==> config.mk <==
export PLATFORM = sky130hd
export DESIGN_NAME = alu_arbiter
export DESIGN_NICKNAME = d
export VERILOG_FILES = /design/src/rtl/alu_arbiter_pkg.sv /design/src/rtl/alu_arbiter_rr_picker.sv /design/src/rtl/alu_arbiter.sv
export SDC_FILE = /design/constraint.sdc
export NUM_CORES = 1
export LEC_CHECK = 0
export ABC_CLOCK_PERIOD_IN_PS = 2200
export CAP_MARGIN = 20
export CORE_AREA = 2 2 108 110
export CTS_CLUSTER_SIZE = 16
export DETAILED_ROUTE_END_ITERATION = 10
export DIE_AREA = 0 0 110 112
export DONT_BUFFER_PORTS = 1
export PLACE_DENSITY = 0.7
export RECOVER_POWER = 100
export SLEW_MARGIN = 10
export SYNTH_ARGS = -nofsm -noshare
export SYNTH_HDL_FRONTEND = slang
export SYNTH_SLANG_ARGS = --single-unit
export TNS_END_PERCENT = 100
==> constraint.sdc <==
create_clock -name clk -period 2.2 [get_ports clk]
set_input_delay 0.66 -clock clk [delete_from_list [all_inputs] [get_ports clk]]
set_output_delay 0.66 -clock clk [all_outputs]
set_load 0.01 [all_outputs]
==> src/rtl/alu_arbiter_pkg.sv <==
// Shared constants for the alu arbiter: alu control codes and arbiter FSM state encodings.
package alu_arbiter_pkg;

   localparam int CTRL_W = 4;

   // alu control codes
   localparam logic [3:0] ALU_ADD  = 4'h0;
   localparam logic [3:0] ALU_SUB  = 4'h1;
   localparam logic [3:0] ALU_SLL  = 4'h2;
   localparam logic [3:0] ALU_SLT  = 4'h3;
   localparam logic [3:0] ALU_SLTU = 4'h4;
   localparam logic [3:0] ALU_XOR  = 4'h5;
   localparam logic [3:0] ALU_SRL  = 4'h6;
   localparam logic [3:0] ALU_SRA  = 4'h7;
   localparam logic [3:0] ALU_OR   = 4'h8;
   localparam logic [3:0] ALU_AND  = 4'h9;

   // arbiter FSM states
   typedef enum logic [1:0] {
      ARB_IDLE = 2'd0,
      ARB_EXEC = 2'd1,
      ARB_RESP = 2'd2
   } arbState_e;

endpackage

==> src/rtl/alu_arbiter_rr_picker.sv <==
// Combinational round-robin picker: first valid requester after lastGrant, wrapping modulo NUM_REQ.
module rr_picker #(
   parameter int NUM_REQ = 2,
   parameter int IDX_W   = $clog2(NUM_REQ)
) (
   input  logic [NUM_REQ-1:0] valid,
   input  logic [IDX_W-1:0]   lastGrant,
   output logic [NUM_REQ-1:0] grant,
   output logic [IDX_W-1:0]   grantIdx
);

   logic [NUM_REQ-1:0] grant_s;
   logic [IDX_W-1:0]   grantIdx_s;

   // Search lastGrant+1 .. lastGrant+NUM_REQ; the first valid hit wins.
   always_comb begin
      logic found_s;
      int   pos_s;
      grant_s    = {NUM_REQ{1'b0}};
      grantIdx_s = {IDX_W{1'b0}};
      found_s    = 1'b0;
      pos_s      = 0;
      for (int k = 1; k <= NUM_REQ; k++) begin
         pos_s = int'(lastGrant) + k;
         if (pos_s >= NUM_REQ) begin
            pos_s = pos_s - NUM_REQ;
         end else begin
            pos_s = pos_s;
         end
         if (!found_s && valid[pos_s]) begin
            found_s        = 1'b1;
            grant_s[pos_s] = 1'b1;
            grantIdx_s     = IDX_W'(pos_s);
         end else begin
            found_s = found_s;
         end
      end
   end

   assign grant    = grant_s;
   assign grantIdx = grantIdx_s;

endmodule

==> src/rtl/alu_arbiter.sv <==
// Shares one combinational alu between NUM_REQ requesters. Operands are registered
// before the alu and the result after it; one op in flight, round-robin grant.
module alu_arbiter
   import alu_arbiter_pkg::*;
#(
   parameter int NUM_REQ = 2,
   parameter int WIDTH   = 32
) (
   input  logic                     clk,
   input  logic                     rst_n,
   input  logic [NUM_REQ-1:0]       reqValid,
   output logic [NUM_REQ-1:0]       reqReady,
   input  logic [NUM_REQ*WIDTH-1:0] reqIn1,
   input  logic [NUM_REQ*WIDTH-1:0] reqIn2,
   input  logic [NUM_REQ*4-1:0]     reqCtrl,
   output logic [NUM_REQ-1:0]       rspValid,
   input  logic [NUM_REQ-1:0]       rspReady,
   output logic [WIDTH-1:0]         rspOut,
   output logic                     rspZero,
   output logic [WIDTH-1:0]         aluIn1,
   output logic [WIDTH-1:0]         aluIn2,
   output logic [3:0]               aluControl,
   input  logic [WIDTH-1:0]         aluOut,
   input  logic                     zeroFlag
);

   localparam int IDX_W = $clog2(NUM_REQ);

   arbState_e          state_r;
   arbState_e          nextState_s;
   logic [IDX_W-1:0]   owner_r;
   logic [IDX_W-1:0]   lastGrant_r;
   logic [NUM_REQ-1:0] grant_s;
   logic [IDX_W-1:0]   grantIdx_s;
   logic [NUM_REQ-1:0] reqReady_s;
   logic               accept_s;
   logic [NUM_REQ-1:0] ownerOneHot_s;
   logic [NUM_REQ-1:0] rspValid_r;
   logic [WIDTH-1:0]   rspOut_r;
   logic               rspZero_r;
   logic [WIDTH-1:0]   aluIn1_r;
   logic [WIDTH-1:0]   aluIn2_r;
   logic [3:0]         aluControl_r;

   rr_picker #(
      .NUM_REQ (NUM_REQ),
      .IDX_W   (IDX_W)
   ) uPicker (
      .valid     (reqValid),
      .lastGrant (lastGrant_r),
      .grant     (grant_s),
      .grantIdx  (grantIdx_s)
   );

   assign ownerOneHot_s = {{(NUM_REQ-1){1'b0}}, 1'b1} << owner_r;

   // Next-state and grant: a new op may be taken in IDLE, or in RESP in the same
   // cycle the owner takes its result (back-to-back path).
   always_comb begin
      nextState_s = state_r;
      reqReady_s  = {NUM_REQ{1'b0}};
      case (state_r)
         ARB_IDLE: begin
            reqReady_s = grant_s;
            if (|(reqValid & grant_s)) begin
               nextState_s = ARB_EXEC;
            end else begin
               nextState_s = ARB_IDLE;
            end
         end
         ARB_EXEC: begin
            nextState_s = ARB_RESP;
         end
         ARB_RESP: begin
            if (rspReady[owner_r]) begin
               reqReady_s = grant_s;
               if (|(reqValid & grant_s)) begin
                  nextState_s = ARB_EXEC;
               end else begin
                  nextState_s = ARB_IDLE;
               end
            end else begin
               nextState_s = ARB_RESP;
            end
         end
         default: begin
            nextState_s = ARB_IDLE;
         end
      endcase
   end

   assign accept_s = |(reqValid & reqReady_s);

   // State, owner and round-robin pointer.
   always_ff @(posedge clk or negedge rst_n) begin
      if (!rst_n) begin
         state_r     <= ARB_IDLE;
         owner_r     <= {IDX_W{1'b0}};
         lastGrant_r <= IDX_W'(NUM_REQ - 1);
      end else begin
         state_r <= nextState_s;
         if (accept_s) begin
            owner_r     <= grantIdx_s;
            lastGrant_r <= grantIdx_s;
         end else begin
            owner_r     <= owner_r;
            lastGrant_r <= lastGrant_r;
         end
      end
   end

   // Operand/control registers feeding the alu; loaded only on accept.
   always_ff @(posedge clk or negedge rst_n) begin
      if (!rst_n) begin
         aluIn1_r     <= {WIDTH{1'b0}};
         aluIn2_r     <= {WIDTH{1'b0}};
         aluControl_r <= ALU_ADD;
      end else if (accept_s) begin
         aluIn1_r     <= reqIn1[int'(grantIdx_s)*WIDTH +: WIDTH];
         aluIn2_r     <= reqIn2[int'(grantIdx_s)*WIDTH +: WIDTH];
         aluControl_r <= reqCtrl[int'(grantIdx_s)*4 +: 4];
      end else begin
         aluIn1_r     <= aluIn1_r;
         aluIn2_r     <= aluIn2_r;
         aluControl_r <= aluControl_r;
      end
   end

   // Result capture at the end of EXEC; held until the owner accepts it.
   always_ff @(posedge clk or negedge rst_n) begin
      if (!rst_n) begin
         rspOut_r   <= {WIDTH{1'b0}};
         rspZero_r  <= 1'b0;
         rspValid_r <= {NUM_REQ{1'b0}};
      end else if (state_r == ARB_EXEC) begin
         rspOut_r   <= aluOut;
         rspZero_r  <= zeroFlag;
         rspValid_r <= ownerOneHot_s;
      end else if ((state_r == ARB_RESP) && rspReady[owner_r]) begin
         rspOut_r   <= rspOut_r;
         rspZero_r  <= rspZero_r;
         rspValid_r <= {NUM_REQ{1'b0}};
      end else begin
         rspOut_r   <= rspOut_r;
         rspZero_r  <= rspZero_r;
         rspValid_r <= rspValid_r;
      end
   end

   assign reqReady   = reqReady_s;
   assign rspValid   = rspValid_r;
   assign rspOut     = rspOut_r;
   assign rspZero    = rspZero_r;
   assign aluIn1     = aluIn1_r;
   assign aluIn2     = aluIn2_r;
   assign aluControl = aluControl_r;

endmodule

### Yosys cells after proc, flatten, opt, wreduce, memory -nomap -nowiden

Index checks and enable logic that the tools add are counted.

* bits in registers: 107
* input port bits: 175
* output and inout bits: 105
* word-level logic and storage cells: 64

* add/sub/neg operators: 4
* $lt $le $gt $ge: 7
* eq/ne operators: 2
* shift-type cells: 4
* muxes and demuxes: 26
* bitwise gates (word level): 3
* reduce and logical (&&, ||, !) cells: 9

Operators by type and width (count)
* $shiftx 64x7->32: 2
* $ge 32x1->1 const B: 2
* $ge 32x3->1 const B: 2
* $lt 32x3->1 const B: 2
* $mux 32: 2
* $sub 32x3->32 const B: 2
* $mux 1: 14
* $mux 2: 6
* $shiftx 8x4->4: 1
* $pmux 2 s3: 1
* $and 2x2->2: 2
* $logic_and 1x1->1: 4
* $pmux 2 s2: 1
* $reduce_or 2->1: 2
* $add 1x2->3 const B: 1
* $add 1x1->2 const B: 1
* $demux 1 s1: 2
* $eq 2x1->1 const B: 1
* $eq 2x2->1 const B: 1
* $logic_not 2->1: 1
* $lt 1x2->1 const B: 1
* $or 2x2->2: 1
* $reduce_bool 2->1: 1
* $shl 1x1->2 const A: 1
* $logic_not 1->1: 1

### Logic depth before layout (Yosys ltp)

Gate-level depths: netlist of the first run.

* depth after elaboration: 15
* depth in mapped cells: 6
* depth with buffers taken out: 3

### Cells and area by module

A second synthesis of the first run with hierarchy kept.

* cell total of the unflattened synthesis: 395
* area, all modules: 4923.5 um^2

Modules (own cells, without submodules)
* alu_arbiter: times used 1, cells each 391, area an instance 4897.2 um^2, sequential area each 2678.8 um^2
* rr_picker: times used 1, cells each 4, area an instance 26.3 um^2, sequential area each 0.0 um^2

### Least setup slack after synthesis of the first run

No wires, ideal clock.

* kind: in2out
* start: input reqValid[1]
* end: output reqReady[1]
* arrival time: 1.563 ns
* data required time: 1.540 ns
* path slack: -0.023 ns
* stages on the path: 3
* path buffers: 1
* cells stage by stage: a21boi_1 > clkbuf_1 > and2_1

* longest elaborated chain between the ends: 9
* elaborated cells between the ends (all ways): 14
* classes of those cells: mux (11); bitwise (1); reduce/logical (2)

Ends and longest elaborated chain
* from (decl): RTL line alu_arbiter.sv:11 `input logic [NUM_REQ-1:0] reqValid,`
* $mux 1 (implied by the code) (3 in a row): RTL line alu_arbiter_rr_picker.sv:30 `if (!found_s && valid[pos_s]) begin`
* $mux 1: RTL line alu_arbiter_rr_picker.sv:30
* $logic_not 1->1: RTL line alu_arbiter_rr_picker.sv:30
* $logic_and 1x1->1: RTL line alu_arbiter_rr_picker.sv:30
* $mux 2 *: RTL line alu_arbiter_rr_picker.sv:30
* $mux 2: RTL line alu_arbiter.sv:75 `if (rspReady[owner_r]) begin`
* $pmux 2 s2 *: RTL line alu_arbiter.sv:62 `case (state_r)`
* to (decl): RTL line alu_arbiter.sv:12 `output logic [NUM_REQ-1:0] reqReady,`

Mark *: on every way between the ends. The rest lies on a longest branch, timed or not. The select of a mux whose other input is x is not followed.

### Final worst setup path of the first run

* start: register owner_r
* end: output reqReady[0]

* longest elaborated chain between the ends: 4

Ends and longest elaborated chain
* from (decl): RTL line alu_arbiter.sv:31 `logic [IDX_W-1:0] owner_r;`
* from (signal assigned): RTL line alu_arbiter.sv:98 `owner_r <= {IDX_W{1'b0}};`
* from (signal assigned): RTL line alu_arbiter.sv:103 `owner_r <= grantIdx_s;`
* from (signal assigned): RTL line alu_arbiter.sv:106 `owner_r <= owner_r;`
* $mux 1 (implied by the code) (2 in a row): RTL line alu_arbiter.sv:75
* $mux 2: RTL line alu_arbiter.sv:75
* $pmux 2 s2: RTL line alu_arbiter.sv:62

Every way passes these cells. The select of a mux whose other input is x is not followed.

==> metrics.md, run 1 <==
| Metric | Value |
|---|---|
| GR Util All Layers | `0.168` |
| Critical Path Slowest Stage Cell | `dfrtp_2` |
| Slew HR | `0.571` |
| Multiplexer area fraction after synthesis | `0.316` |
| Switching Share | `0.365` |
| Wire length of the first global-routing pass | `15,900 µm` |
| CP arrival | `1.42 ns` |
| R2R depth | `5` |
| Sequential element share of the synthesized area | `0.548` |
| Die area | `12,300 µm²` |
| Power density over cell area | `1510 nW/µm²` |
| Initial antenna violation count | `0` |
| Sequential Power Share | `0.514` |
| Final setup violation count | `0` |
| Most frequent cells in the layout | `mux2_2, dfrtp_1, nand2_1` |
| R2r endpoint | `aluIn1[10]` |
| PortBufs | `0` |
| Clk Latency, worst-skew pair | `0.34 ns` |
| Post-layout minimum cycle time | `2.08 ns` |
| Max Buffers Root-to-Sink | `2` |
| Synth async-reset ratio | `1.00` |
| Distinct cells, synth | `24` |
| Cells after synthesis | `397` |
| Cts bufs inserted | `9` |
| Status | `complete, no violations` |
| Worst-Margin Slew | `0.644 ns` |
| CP peak stage delay | `0.45 ns` |
| Power Total | `8190 µW` |
| Most common cell after layout, fill and taps aside | `mux2_2` |
| N_diodes | `0` |
| Max Fclk | `480 MHz` |
| Cell Area, Synth | `4880 µm²` |
| CTS tree | `built` |
| CP required | `1.54 ns` |
| Worst path cell trace | `mux2i_4 -> a21oi_2 -> nor2b_2` |
| Nets@finish | `567` |
| Register area | `2680 µm²` |
| YS warnings | `0` |
| Total number of vias | `2,926` |
| TritonRoute pass-1 iters | `4` |
| Main combinational cell family by area after synthesis | `multiplexers` |
| Sw power | `2990 µW` |
| Adder-Cell Fraction of Synth Area | `0` |
| Synth Register Bits | `107` |
| XOR/XNOR Fraction of Synth Area | `0` |
| Largest net degree at the start of global routing | `108` |
| Drt via density | `5.42` |
| Worst setup EP type | `primary output` |
| CTS HTree Levels | `3` |
| Clock power share | `0.201` |
| Crit-path max FO | `5` |
| Gpl congestion | `0.744` |
| Max IR drop VDD | `619 µV` |
| Overflow after GRT | `0` |
| CTS clk-pin slew, worst paths | `0.07 ns` |
| RSZ-0062 raised after global routing | `no` |
| Logic gate share of total power | `0.285` |
| Synth Flop Type | `dfrtp_1` |
| CTS root buf | `clkbuf_16` |
| Setup TNS | `0 ns` |
| Io pins | `280` |
| DR DRC count | `0` |
| Final worst slack | `0.117 ns` |
| Hold Violations, Final | `0` |
| Crit Path Category | `reg -> out` |
| Layout cells sized above 1 | `0.403` |
| Number of synthesized flops with an enable pin | `0` |
| Synth Area per Inst | `12.3 µm²` |
| Mean routed wirelength per cell | `18.9 µm` |
| Clock skew | `0.00825 ns` |
| WL final | `10,200 µm` |
| Finished Layout Cells | `540` |
| Worst slack at placement | `0.0891 ns` |
| Multi-input logic area | `2120 µm²` |
| Starting density of the core | `0.437` |
| Antenna-violating nets left | `0` |
| Period Utilization, post-route | `0.947` |
| Net Count, Synth | `572` |
| Core region area | `11,200 µm²` |
| Synth-to-Final Area Change | `11.1%` |
| Crit path max-delay family | `flip-flops` |
| Clock sink count | `107` |
| Reg2reg start | `owner_r` |
| R2R setup slack | `0.26 ns` |
| Synth Area in Compound Gates | `0.0164` |
| Post-CTS Setup Bufs | `0` |
| Worst Hold Class | `in -> async` |
| Placed cells | `524` |
| Post-DP HPWL | `7750 µm` |
| FP Rows | `39` |
| Die X | `110 µm` |
| Initial DRC count | `95` |
| Post-Synth Simple-Gate Area | `0.0943` |
| Fill cell count | `978` |
| Critical path launch point type | `flip-flop` |
| Die height | `112 µm` |
| Number of global-route vias before repair | `3,056` |
| Leakage power | `0.00236 µW` |
| WP buf/inv | `0` |
| # Max-Cap Violations | `0` |
| Finished Core Util | `0.486` |
| Internal cell power | `5200 µW` |
| Slew Viols, Final | `0` |
-- metal layers --
| metal | vias to the layer above | wire length [µm] | global-route usage |
|---|---|---|---|
| met5 | - | 0 | 0 |
| met4 | 0 | 166 | 0.0608 |
| met3 | 12 | 834 | 0.0515 |
| met2 | 157 | 5500 | 0.289 |
| met1 | 1427 | 3680 | 0.195 |
| li1 | 1330 | - | - |
-- kinds of logic (layout without fill, tap and decap cells) --
kind of cell / after synthesis / count (layout)
and+or+nand+nor: 114 / 114
DFF: 107 / 107
buffers and inverters: 27 / 27
AOI/OAI and AO/OA: 12 / 12
muxes: 137 / 137
-- cell type report --
cell class	count	share of cell area
timing repair buffer	8	0.0226
multi-input combinational	263	0.392
sequential	107	0.494
tap	143	0.0330
inverter	3	0.00208
clock buffer	9	0.0415
clock inverter	7	0.0154
-- cells in the mapped netlist (all sizes together) (2+ instances only) --
| cell | count | share of area |
|---|---|---|
| buf | 11 | 0.013 |
| nand2b | 2 | 0.0026 |
| clkbuf | 13 | 0.010 |
| inv | 3 | 0.0023 |
| dfrtp | 106 | 0.54 |
| nor2b | 4 | 0.0051 |
| o21ai | 2 | 0.0020 |
| mux2 | 136 | 0.31 |
| nor3 | 2 | 0.0020 |
| a21oi | 6 | 0.0061 |
| nand3b | 3 | 0.0046 |
| nand2 | 100 | 0.077 |
-- worst max path at each step --
| stage | depth (start not counted) | start | to | slack (ns) |
|---|---|---|---|---|
| 6_report | 3 | owner_r | reqReady[0] | 0.12 |
| 5_1_grt | 3 | owner_r | reqReady[1] | 0.01 |
| 4_1_cts | 3 | owner_r | reqReady[0] | 0.005 |
| 3_5_place_dp | 5 | rspReady[1] | aluIn1[15] | 0.09 |
| 3_3_place_gp | 5 | rspReady[1] | aluIn2[3] | 0.14 |
| 2_1_floorplan | 4 | reqValid[1] | aluIn1[28] | 0.06 |
-- flip-flops by register name, indices dropped and copies added, names as in the netlist --
name,flops
lastGrant_r,1
state_r,2
aluIn1,32
aluIn2,32
rspZero,1
rspValid,2
owner_r,1
aluControl,4
rspOut,32
-- power by group through the flow --
stage	combinational, µW	sequential [µW]	clock, µW
floorplan	1950	3960	0
global placement	2220	4240	0
detailed placement	2360	4260	0
CTS	2360	4240	1700
global route	2630	4340	1790
finish	2330	4200	1650
-- timing repair --
item                       in CTS  in global routing
hold endpoints to repair       73                 89
setup endpoints to repair       2                  2
resized for setup               2                  4
-- worst register-to-register path: cells and delay by family, from the launching register on --
kind | cells | cell delay [ns]
muxes | 2 | 0.61
DFF | 1 | 0.45
buffers and inverters | 2 | 0.42
AOI/OAI and AO/OA | 1 | 0.34
-- per-stage QoR --
stage / cell area [µm²] / hold slack (ns)
floorplan: 4890 / 0.364
global placement: 5090 / 0.367
detailed placement: 5090 / 0.366
CTS: 5410 / -0.00769
global route: 5430 / -0.0151
finish: 5430 / 0.0106
(Power assumes the default switching activity.)
==> inputs of run 2 (changes only) <==
--- a/config.mk
+++ b/config.mk
@@ -12,7 +12,7 @@
 export DETAILED_ROUTE_END_ITERATION = 10
 export DIE_AREA = 0 0 110 112
 export DONT_BUFFER_PORTS = 1
-export PLACE_DENSITY = 0.7
+export PLACE_DENSITY = 0.62
 export RECOVER_POWER = 100
 export SLEW_MARGIN = 10
 export SYNTH_ARGS = -nofsm -noshare
==> run 2 against run 1 <==
  * The flow now finishes with violations (max-capacitance violations, max-slew violations)
  * Via count up 0.68%
  * Worst hold slack better by 0.15 ns
  * Register-to-register slack improved by 0.04 ns
  * Core utilization increased by 0.46 points
  * Count of clock-buffer cells in the layout is the same
  * Clock skew rose by 0.0015 ns
  * Setup slack lost 0.055 ns
  * Maximum frequency decreased by 2.6%
  * First-iteration DRC count increased by 61%
  * Cell count is 1.1% higher
==> metrics.md, run 2 (same netlist as run 1, synthesis figures left out) <==
| Metric | Value |
|---|---|
| Status | `finished with violations` |
| Failing checks | `max-capacitance violations, max-slew violations` |
| Layout cells sized above 1 | `0.395 (-0.00848)` |
| Largest net degree at the start of global routing | `97 (-10%)` |
| Power Total | `8220 µW (+0.41%)` |
| Critical path launch point type | `flip-flop` |
| Crit-path max FO | `5 (unchanged)` |
| Slew HR | `-0.0373 (-0.608)` |
| Max Buffers Root-to-Sink | `2 (unchanged)` |
| Final setup violation count | `0 (unchanged)` |
| Max IR drop VDD | `576 µV (-6.9%)` |
| Post-DP HPWL | `7520 µm (-3.0%)` |
| Nets@finish | `573 (+1.1%)` |
| Overflow after GRT | `0 (unchanged)` |
| Io pins | `280 (unchanged)` |
| Die area | `12,300 µm² (unchanged)` |
| Worst Hold Class | `in -> async` |
| Finished Core Util | `0.490 (+0.00459)` |
| Die height | `112 µm (unchanged)` |
| CP required | `1.54 ns (about the same)` |
| Mean routed wirelength per cell | `19.9 µm (+5.5%)` |
| FP Rows | `39 (unchanged)` |
| WL final | `10,900 µm (+6.7%)` |
| Post-layout minimum cycle time | `2.14 ns (+0.0554 ns)` |
| Synth-to-Final Area Change | `12.1%` |
| CP arrival | `1.48 ns (+0.06 ns)` |
| Cts bufs inserted | `9 (unchanged)` |
| Worst-Margin Slew | `1.56 ns (+0.912 ns)` |
| Initial antenna violation count | `0 (unchanged)` |
| Most common cell after layout, fill and taps aside | `mux2_2` |
| Period Utilization, post-route | `0.972 (+0.0252)` |
| Hold Violations, Final | `0 (unchanged)` |
| Die X | `110 µm (unchanged)` |
| Total number of vias | `2,946 (+0.68%)` |
| Max Fclk | `468 MHz (-2.6%)` |
| Drt via density | `5.40 (-0.42%)` |
| Leakage power | `0.00240 µW (+1.8%)` |
| CTS root buf | `clkbuf_16` |
| Slew Viols, Final | `70 (+70)` |
| N_diodes | `0 (unchanged)` |
| PortBufs | `0 (unchanged)` |
| R2R depth | `5 (unchanged)` |
| Fill cell count | `1,001 (+2.4%)` |
| DR DRC count | `0 (unchanged)` |
| Clock sink count | `107 (unchanged)` |
| R2R setup slack | `0.30 ns (+0.04 ns)` |
| Post-CTS Setup Bufs | `0 (unchanged)` |
| # Max-Cap Violations | `2 (+2)` |
| GR Util All Layers | `0.167 (-0.00106)` |
| CTS HTree Levels | `3 (unchanged)` |
| Placed cell areas | `5080 µm² (-0.25%)` |
| Most frequent cells in the layout | `mux2_2, dfrtp_1, nand2_1` |
| R2r endpoint | `aluIn2[5]` |
| Number of global-route vias before repair | `3,027 (-0.95%)` |
| Worst setup EP type | `primary output` |
| Power density over cell area | `1500 nW/µm² (-0.53%)` |
| Gpl congestion | `0.707 (-4.9%)` |
| Wire length of the first global-routing pass | `15,600 µm (-2.0%)` |
| Initial DRC count | `153 (+61%)` |
| TritonRoute pass-1 iters | `4 (unchanged)` |
| Clock skew | `0.00975 ns (+0.00151 ns)` |
| CTS clk-pin slew, worst paths | `0.07 ns (about the same)` |
| Core region area | `11,200 µm² (unchanged)` |
| CTS tree | `built` |
| Crit Path Category | `reg -> out` |
| Post-route cell area | `5480 µm² (+0.95%)` |
| Reg2reg start | `owner_r` |
| Clk Latency, worst-skew pair | `0.34 ns (about the same)` |
| Antenna-violating nets left | `0 (unchanged)` |
| Starting density of the core | `0.437 (unchanged)` |
[run 2: worst max-delay path by stage]
stage,start,to,slack [ns],cells past startpoint
after floorplan,reqValid[1],aluIn1[28],0.06,4
after global placement,rspReady[1],aluIn1[10],0.15,5
after detailed placement,rspReady[1],aluIn2[11],0.14,5
after CTS,owner_r,reqReady[1],0.03,3
after global routing,owner_r,reqReady[1],-0.002,3
final,owner_r,reqReady[1],0.06,3
[run 2: layer usage]
metal  routed length (µm)  up-vias  GRT usage
met5                    0        -          0
met4                  207        0     0.0700
met3                 1050       14     0.0504
met2                 5670      158      0.285
met1                 3930     1428      0.192
li1                     -     1346          -
[run 2: layout make-up]
cell class	instances	area [µm²]	area share
clock inverter	7	86.3	0.0158
timing repair buffer	14	169	0.0308
sequential	107	2680	0.489
inverter	3	11.3	0.00206
clock buffer	9	225	0.0411
multi-input combinational	263	2130	0.388
tap	143	179	0.0327
[run 2: what timing repair did]
action                                  4_1_cts  5_1_grt
hold endpoints to repair                     10       34
endpoints found under the setup margin        2        2
pin swaps                                     0        0
hold buffers                                  3        3
resized for setup                             2        4
[run 2: stage by stage]
| stage | setup slack, ns | hold slack, ns | cells | setup TNS (ns) |
|---|---|---|---|---|
| after global placement | 0.147 | 0.367 | 524 | 0 |
| after detailed placement | 0.137 | 0.367 | 524 | 0 |
| after floorplan | 0.0577 | 0.364 | 397 | 0 |
| final | 0.0615 | 0.163 | 546 | 0 |
| after CTS | 0.0335 | 0.000410 | 543 | 0 |
| after global routing | -0.00224 | 0.141 | 546 | -0.00224 |
[run 2: worst max-delay path, cell delays in order, from the launching register on]
cell and delay (ns):
dfrtp_2 0.45, mux2i_4 0.22, a21oi_1 0.24, and2_1 0.24
[run 2: where the power goes]
part,leakage (µW),internal (µW),total (µW),switching (µW)
clock,0.000150,905,1650,746
sequential,0.00127,2990,4220,1230
combinational,0.000983,1290,2350,1060
total,0.00240,5180,8220,3040
==> inputs of run 3 (changes only) <==
--- a/config.mk
+++ b/config.mk
@@ -14,6 +14,7 @@
 export DONT_BUFFER_PORTS = 1
 export PLACE_DENSITY = 0.62
 export RECOVER_POWER = 100
+export SKIP_CTS_REPAIR_TIMING = 1
 export SLEW_MARGIN = 10
 export SYNTH_ARGS = -nofsm -noshare
 export SYNTH_HDL_FRONTEND = slang
==> run 3 against run 2 <==
  * The run still ends with max-capacitance violations, max-slew violations left
  * Die area did not move
  * Clock skew about the same
  * Critical path type unchanged
  * Core utilization fell by 0.39 points
  * Via count shrank 0.44%
  * Flip-flop and latch count is the same
  * Largest cell class unchanged
  * First-iteration DRC count decreased by 18%
  * Design area is 0.80% lower
  * Combinational power about the same
  * Highest routed layer unchanged
  * Sequential power about the same
==> metrics.md, run 3 (same netlist as run 1, synthesis figures left out) <==
| Metric | Value |
|---|---|
| Slew Viols, Final | `28 (-60%)` |
| Synth-to-Final Area Change | `11.2%` |
| Overflow after GRT | `0 (unchanged)` |
| R2R depth | `5 (unchanged)` |
| Initial antenna violation count | `0 (unchanged)` |
| Total number of vias | `2,933 (-0.44%)` |
| Most frequent cells in the layout | `mux2_2, dfrtp_1, nand2_1` |
| N_diodes | `0 (unchanged)` |
| Critical path launch point type | `flip-flop` |
| DR DRC count | `0 (unchanged)` |
| R2R setup slack | `0.21 ns (-0.09 ns)` |
| Die area | `12,300 µm² (unchanged)` |
| Setup crit end | `reqReady[0]` |
| Top routing layer in use | `met4` |
| Finished Layout Cells | `544 (-0.37%)` |
| Cts bufs inserted | `9 (unchanged)` |
| Max Fclk | `484 MHz (+3.6%)` |
| Wire length of the first global-routing pass | `15,100 µm (-3.0%)` |
| Hold Violations, Final | `0 (unchanged)` |
| Slew HR | `-0.0599 (-0.0227)` |
| CTS HTree Levels | `3 (unchanged)` |
| RSZ-0062 raised after global routing | `no` |
| PortBufs | `0 (unchanged)` |
| Largest net degree at the start of global routing | `108 (+11%)` |
| Drt via density | `5.39 (about the same)` |
| Setup TNS | `0 ns (unchanged)` |
| Io pins | `280 (unchanged)` |
| Number of global-route vias before repair | `3,009 (-0.59%)` |
| Antenna-violating nets left | `0 (unchanged)` |
| Max IR drop VDD | `576 µV (-0.10%)` |
| Die height | `112 µm (unchanged)` |
| Reg2reg start | `owner_r` |
| Layout cells sized above 1 | `0.399 (+0.00446)` |
| Initial DRC count | `126 (-18%)` |
| Placed cells | `524 (unchanged)` |
| Post-DP HPWL | `7520 µm (unchanged)` |
| CP required | `1.54 ns (about the same)` |
| Wl on met1 | `3830 µm (-2.5%)` |
| Worst Hold Class | `in -> async` |
| # Max-Cap Violations | `1 (-1)` |
| GR Util All Layers | `0.160 (-0.00719)` |
| Leakage power | `0.00238 µW (-1.1%)` |
| R2r endpoint | `aluIn2[5]` |
| Clock sink count | `107 (unchanged)` |
| CTS clk-pin slew, worst paths | `0.07 ns (about the same)` |
| Mean routed wirelength per cell | `19.6 µm (-1.6%)` |
| Period Utilization, post-route | `0.938 (-0.0336)` |
| FP Rows | `39 (unchanged)` |
| Routed wl met3 | `1050 µm (about the same)` |
| Crit Path Category | `reg -> out` |
| Power density over cell area | `1510 nW/µm² (+0.41%)` |
| Nets@finish | `571 (-0.35%)` |
| Clock skew | `0.0101 ns (+0.000372 ns)` |
| WL final | `10,600 µm (-2.0%)` |
| Starting density of the core | `0.437 (unchanged)` |
| Gpl congestion | `0.707 (unchanged)` |
| Post-route cell area | `5430 µm² (-0.80%)` |
| CTS root buf | `clkbuf_16` |
| TritonRoute pass-1 iters | `4 (unchanged)` |
| Die X | `110 µm (unchanged)` |
| CTS tree | `built` |
| Placed cell areas | `5080 µm² (unchanged)` |
| CP arrival | `1.40 ns (-0.08 ns)` |
| Final setup violation count | `0 (unchanged)` |
| Worst setup EP type | `primary output` |
| Clk Latency, worst-skew pair | `0.34 ns (about the same)` |
| Failing checks | `max-capacitance violations, max-slew violations` |
| Core region area | `11,200 µm² (unchanged)` |
| Most common cell after layout, fill and taps aside | `mux2_2` |
| Met2 WL | `5560 µm (-2.0%)` |
| Max Buffers Root-to-Sink | `2 (unchanged)` |
| Crit-path max FO | `5 (unchanged)` |
| Worst-Margin Slew | `1.59 ns (+0.0340 ns)` |
| CP startpoint | `owner_r` |
| Post-layout minimum cycle time | `2.06 ns (-0.0740 ns)` |
| Status | `finished with violations` |
| Finished Core Util | `0.486 (-0.00392)` |
==> run 3: changes by cell type in the layout (fill, tap and decap cells not counted), sizes merged <==
cell,change
dlymetal6s4s,-1
clkbuf,+5
buf,-3
dlygate4sd3,-3
==> run 3: where the power goes <==
part / switching (µW) / total, µW / internal, µW
clock: 746 / 1650 / 905
combinational: 1060 / 2330 / 1270
sequential: 1230 / 4210 / 2990
total: 3030 / 8190 / 5160
==> run 3: metrics by stage <==
stage	hold slack (ns)	power [µW]	setup WS [ns]
2_1_floorplan	0.364	5910	0.0577
3_3_place_gp	0.367	6460	0.147
3_5_place_dp	0.367	6600	0.137
4_1_cts	-0.00137	8270	-0.0340
5_1_grt	0.141	8750	0.0483
6_report	0.164	8190	0.135
==> run 3: how the worst min path moves through the flow <==
stage	slack (ns)	end	from
floorplan	0.36	aluControl[0]	rst_n
global placement	0.37	aluIn2[31]	rst_n
detailed placement	0.37	aluIn2[31]	rst_n
CTS	-0.001	aluIn2[31]	rst_n
global route	0.14	lastGrant_r	rst_n
finish	0.16	lastGrant_r	rst_n
==> run 3: cell type report <==
class	instances	area, µm²
multi-input combinational	263	2120
sequential	107	2680
clock buffer	9	225
clock inverter	7	86.3
timing repair buffer	12	129
tap	143	179
fill	1006	5740
inverter	3	11.3
==> run 3: critical path, stage by stage (launching register included) <==
cell and delay [ns]:
dfrtp_2 0.45, mux2i_4 0.22, a21oi_2 0.19, nor2b_4 0.21
==> run 3: layer usage <==
| metal | track usage | up-vias |
|---|---|---|
| met5 | 0 | - |
| met3 | 0.0509 | 14 |
| li1 | - | 1343 |
| met2 | 0.270 | 154 |
| met4 | 0.0700 | 0 |
| met1 | 0.183 | 1422 |
